--- src/rtl/shift_serializer.sv ---
// shift_serializer
//   Parallel-in, serial-out transmitter feeding the serial-in shift registers.
//   A WIDTH-bit word is taken through a valid/ready load handshake and sent one
//   bit per clock, LSB-first or MSB-first. A per-bit ser_valid strobe marks
//   each bit. done pulses for one cycle after the last bit. hold freezes
//   shifting mid-word.
//
// Ports
//   clk         rising-edge clock
//   clr         synchronous active-high reset, overrides every other input
//   load_valid  data_in / msb_first offered for loading
//   load_ready  block can accept a word (IDLE only)
//   data_in     parallel word to transmit
//   msb_first   1 = MSB first, 0 = LSB first; sampled at load only
//   hold        1 = no bit advances this cycle
//   ser_out     current serial bit (0 outside SHIFT)
//   ser_valid   ser_out carries a valid bit this cycle
//   busy        high in SHIFT and DONE
//   done        one-cycle pulse after the last bit
//
// state | meaning
// ------+---------------------------------------------------------------
// IDLE  | waiting for load_valid; load_ready high
// SHIFT | sending bits; cnt holds the number of bits still to send
// DONE  | single cycle after the last bit; done high, then back to IDLE

module shift_serializer #(
  parameter int WIDTH = 4
) (
  input  logic             clk,
  input  logic             clr,
  input  logic             load_valid,
  output logic             load_ready,
  input  logic [WIDTH-1:0] data_in,
  input  logic             msb_first,
  input  logic             hold,
  output logic             ser_out,
  output logic             ser_valid,
  output logic             busy,
  output logic             done
);

  localparam int CW = $clog2(WIDTH + 1);

  typedef enum logic [1:0] {
    IDLE  = 2'd0,
    SHIFT = 2'd1,
    DONE  = 2'd2
  } state_t;

  state_t           state, state_nxt;
  logic [WIDTH-1:0] sreg, sreg_nxt;
  logic             dir, dir_nxt;
  logic [CW-1:0]    cnt, cnt_nxt;

  always_ff @(posedge clk) begin
    if (clr) begin
      state <= IDLE;
      sreg  <= '0;
      dir   <= 1'b0;
      cnt   <= '0;
    end else begin
      state <= state_nxt;
      sreg  <= sreg_nxt;
      dir   <= dir_nxt;
      cnt   <= cnt_nxt;
    end
  end

  always_comb begin
    state_nxt = state;
    sreg_nxt  = sreg;
    dir_nxt   = dir;
    cnt_nxt   = cnt;
    case (state)
      IDLE: begin
        if (load_valid) begin
          sreg_nxt  = data_in;
          dir_nxt   = msb_first;
          cnt_nxt   = CW'(WIDTH);
          state_nxt = SHIFT;
        end
      end
      SHIFT: begin
        if (!hold) begin
          // The outgoing bit always sits at the end selected by dir, so
          // shifting toward that end brings the next bit into position.
          if (dir)
            sreg_nxt = {sreg[WIDTH-2:0], 1'b0};
          else
            sreg_nxt = {1'b0, sreg[WIDTH-1:1]};
          cnt_nxt = cnt - CW'(1);
          // Terminal count: the bit on the wire now is the last one.
          if (cnt == CW'(1))
            state_nxt = DONE;
        end
      end
      DONE: begin
        state_nxt = IDLE;
      end
      default: begin
        state_nxt = IDLE;
      end
    endcase
  end

  assign load_ready = (state == IDLE);
  assign busy       = (state != IDLE);
  assign done       = (state == DONE);
  // hold is the only input with a direct path to an output.
  assign ser_valid  = (state == SHIFT) && !hold;
  assign ser_out    = (state == SHIFT) ? (dir ? sreg[WIDTH-1] : sreg[0]) : 1'b0;

endmodule

--- config.mk ---
export PLATFORM = sky130hd
export DESIGN_NAME = shift_serializer
export DESIGN_NICKNAME = d
export VERILOG_FILES = /design/src/rtl/shift_serializer.sv
export SDC_FILE = /design/constraint.sdc
export NUM_CORES = 1
export LEC_CHECK = 0
export CORE_AREA = 2 2 49 51
export DETAILED_ROUTE_END_ITERATION = 7
export DIE_AREA = 0 0 51 53
export HOLD_SLACK_MARGIN = 0.12
export SETUP_SLACK_MARGIN = 0.2
export SLEW_MARGIN = 20
export SYNTH_ARGS = -nofsm -noshare
export SYNTH_HDL_FRONTEND = slang
export SYNTH_SLANG_ARGS = --single-unit
--- constraint.sdc ---
create_clock -name clk -period 3.73 [get_ports clk]
set_input_delay 0.373 -clock clk [delete_from_list [all_inputs] [get_ports clk]]
set_output_delay 0.373 -clock clk [all_outputs]
set_load 0.03 [all_outputs]
==> summary.md <==
| Metric | Value |
|---|---|
| Status | `complete, no violations` |
| Worst Setup End Kind | `primary output` |
| Starting density of the core | `~28%` |
| Critical path's slowest cell | `clkdlybuf4s50_1` |
| GR Overflow Total | `0` |
| Total CTS buffers | `3` |
| Leakage | `approximately 0.00027 µW` |
| CTS tree | `done` |
| Synth cell types | `28` |
| Final Hold Vio Count | `0` |
| YS warnings | `0` |
| Unrepaired setup endpoints after global routing | `false` |
| Top FF cell, synth | `dfxtp_1` |
| Maximum vdd drop | `about 0.15 mV` |
| Switch share | `between 20% and 30%` |
| Root Buffer | `clkbuf_4` |
| R2R Setup Slk | `2.30 ns` |
| Starting DRT DRC Count | `2` |
| CP required | `approximately 3.4 ns` |
| Hold_buf cts | `0` |
| Vias in the first global route | `469` |
| Path depth of the worst reg2reg path | `4` |
| Worst flop-to-flop path endpoint | `sreg[0]` |
| Resized cells post-CTS | `0` |
| Final core utilization | `a little over a third` |
| Sw Pwr | `around 80 µW` |
| Register area share after synthesis | `between 30% and 40%` |
| Non-filler cells in the finished layout | `between 100 and 150` |
| Layout Nets | `89` |
| Min-delay src | `sreg[2]` |
| Core area | `2148 µm²` |
| Critical Setup Path Class | `reg -> out` |
| Period utilization | `58.19%` |
| Vias per Instance | `around 4.5` |
| Slew HR | `about 73%` |
| Internal power | `206.7 µW` |
| Period minus WS final | `2.171 ns` |
| Share of flip-flops with an asynchronous set or reset | `0%` |
| Total die area | `2703 µm²` |
| Num rows | `17` |
| Detailed placer's ending HPWL | `approximately 860 µm` |
| Post-CTS Setup Bufs | `0` |
| RR Startpoint | `state[0]` |
| Hold path depth | `2` |
| P&R area growth vs syn | `25.93%` |
| Hold Crit Endpoint | `sreg[2]` |
| Hold crit path type | `reg -> reg` |
| Total I/O pin count | `14` |
| H-tree depth | `1` |
| Post-Syn Instances | `65` |
| Post-Syn Area | `slightly above 600 µm²` |
| IO Port Bufs | `13` |
| Gpl congestion | `0.6618` |
| Worst clock skew | `0.002900 ns` |
| Syn Nets | `76` |
| Final wirelength | `approximately 1.1 mm` |
| Slew @ Worst Pin | `0.3996 ns` |
| # Max-Cap Violations | `0` |
| Sequential Power Share | `a little over two fifths` |
| Clock Pin Slew Worst Setup and Hold Paths | `approximately 0.07 ns` |
| Initial antenna violation count | `0` |
| Largest net degree at the start of global routing | `11` |
| Die Width | `approximately 51 µm` |
| Crit start category | `flip-flop` |
| Pwr per Cell Area | `378.1 nW/µm²` |
| Yosys reg bits | `10` |
| Logic pwr share | `a little over a fifth` |
| Setup Viol. Count Final | `0` |
| Layout cells sized above 1 | `16.88%` |
| Final Max Tran Viols | `0` |
| Placed insts | `between 100 and 150` |
| All-layer global routing usage | `between 9 and 10%` |
| WL per Instance | `around 11 µm` |
| CTS sink cnt | `10` |
| Antenna-violating nets left | `0` |
| Fmax | `0.4607 GHz` |
| Clock latency on the worst-skew pair | `0.27 ns` |
| Crit path from | `state[0]` |
| CP Data Arrival Time | `roughly 1.8 ns` |
| Remaining DRCs | `0` |
| Via count | `~470` |
| N_diodes | `0` |
| Largest fanout on the critical path | `10` |
| Critical Path Max Stage Delay | `0.68 ns` |
| Max Buffers Root-to-Sink | `2` |
| EDFF count, synth | `0` |
| CP cell instances | `nand2b_4 -> nor2_4 -> clkdlybuf4s50_1` |
| Die height | `about 53 µm` |
| Syn Area/Cell | `9.278 µm²` |
| First-pass GRT wire length | `1.911 mm` |
| First-pass DRT Iterations | `3` |
| Clock share of power | `34.8%` |
| Setup_tns | `0 ns` |
power by group through the flow:
stage          clock network, µW  logic, µW  registers (µW)
2_1_floorplan                  0       50.3             122
3_3_place_gp                   0       62.7             127
3_5_place_dp                   0       63.3             127
4_1_cts                      102       63.4             125
5_1_grt                      108       69.1             126
6_report                    99.8       62.6             125
flip-flops by register name (all words and copies together) (netlist names):
signal	count
cnt	3
dir	1
sreg	4
state	2
per-layer routing:
layer | routed length (µm) | track usage, % | part of all wire [%]
met1 | 537 | 10.92 | 48
met2 | 503 | 15.80 | 45
met3 | 73 | 3.672 | 6.6
met4 | 0 | 5.405 | 0
met5 | 0 | 0 | 0
worst max-delay path by stage:
stage	slack (ns)	to	cells after the start
after floorplan	2.16	busy	3
after global placement	1.66	ser_valid	3
after detailed placement	1.63	ser_valid	3
after CTS	1.55	ser_valid	3
after global routing	1.46	ser_valid	3
final	1.56	ser_valid	3
kinds of logic after synthesis:
family | count (synthesis) | share of synthesized area (%)
AND/OR/NAND/NOR | 28 | 28.22
AO/OA/AOI/OAI | 13 | 18.47
flip-flops | 10 | 33.19
buffers and inverters | 8 | 9.335
multiplexers | 4 | 6.639
adder cells (fa/ha/maj) | 2 | 4.149
cells in the final DEF (no fill, tap or decap), types with 2 or more instances in the layout:
| master | count |
|---|---|
| a211oi_1 | 3 |
| a21oi_1 | 3 |
| a221o_1 | 2 |
| clkbuf_4 | 3 |
| clkdlybuf4s50_1 | 13 |
| dfxtp_1 | 10 |
| ha_1 | 2 |
| inv_1 | 3 |
| mux2i_1 | 4 |
| nand2_1 | 6 |
| nand2b_4 | 2 |
| nor2_1 | 8 |
| nor3_1 | 3 |
worst max-delay path, delay by kind of cell, from the launching register on:
kind / cells / cell delay [ns]
buffers and inverters: 1 / 0.68
and+or+nand+nor: 2 / 0.28
DFF: 1 / 0.57
Yosys cell counts (all sizes together), types with 2 or more instances:
master  instances  area [µm²]
a211oi          3       22.52
nor2            9       41.29
nand2           6       22.52
nor3            3       15.01
buf             5       45.04
inv             3       11.26
mux2i           4       40.04
nand2b          4       42.55
ha              2       25.02
a221o           2       20.02
a21oi           5       40.04
dfxtp          10       200.2
nor2b           2       15.02
per-stage QoR:
stage	worst slack (ns)	power (µW)	hold slack, ns	cell area [µm²]
3_3_place_gp	1.659	189.4	0.4542	723.2
3_5_place_dp	1.635	190.2	0.4605	723.2
5_1_grt	1.464	303.5	0.4937	759.5
6_report	1.559	287.2	0.4714	759.5
4_1_cts	1.551	289.5	0.4716	759.5
2_1_floorplan	2.159	172.1	0.4388	603.1
cell type report:
cell class                 instances  area, µm²
multi-input combinational         47      346.6
sequential                        10      200.2
inverter                           3      11.26
clock buffer                       4      36.28
tap                               28      35.03
fill                             229       1389
timing repair buffer              13      130.1
(Power assumes the default switching activity.)
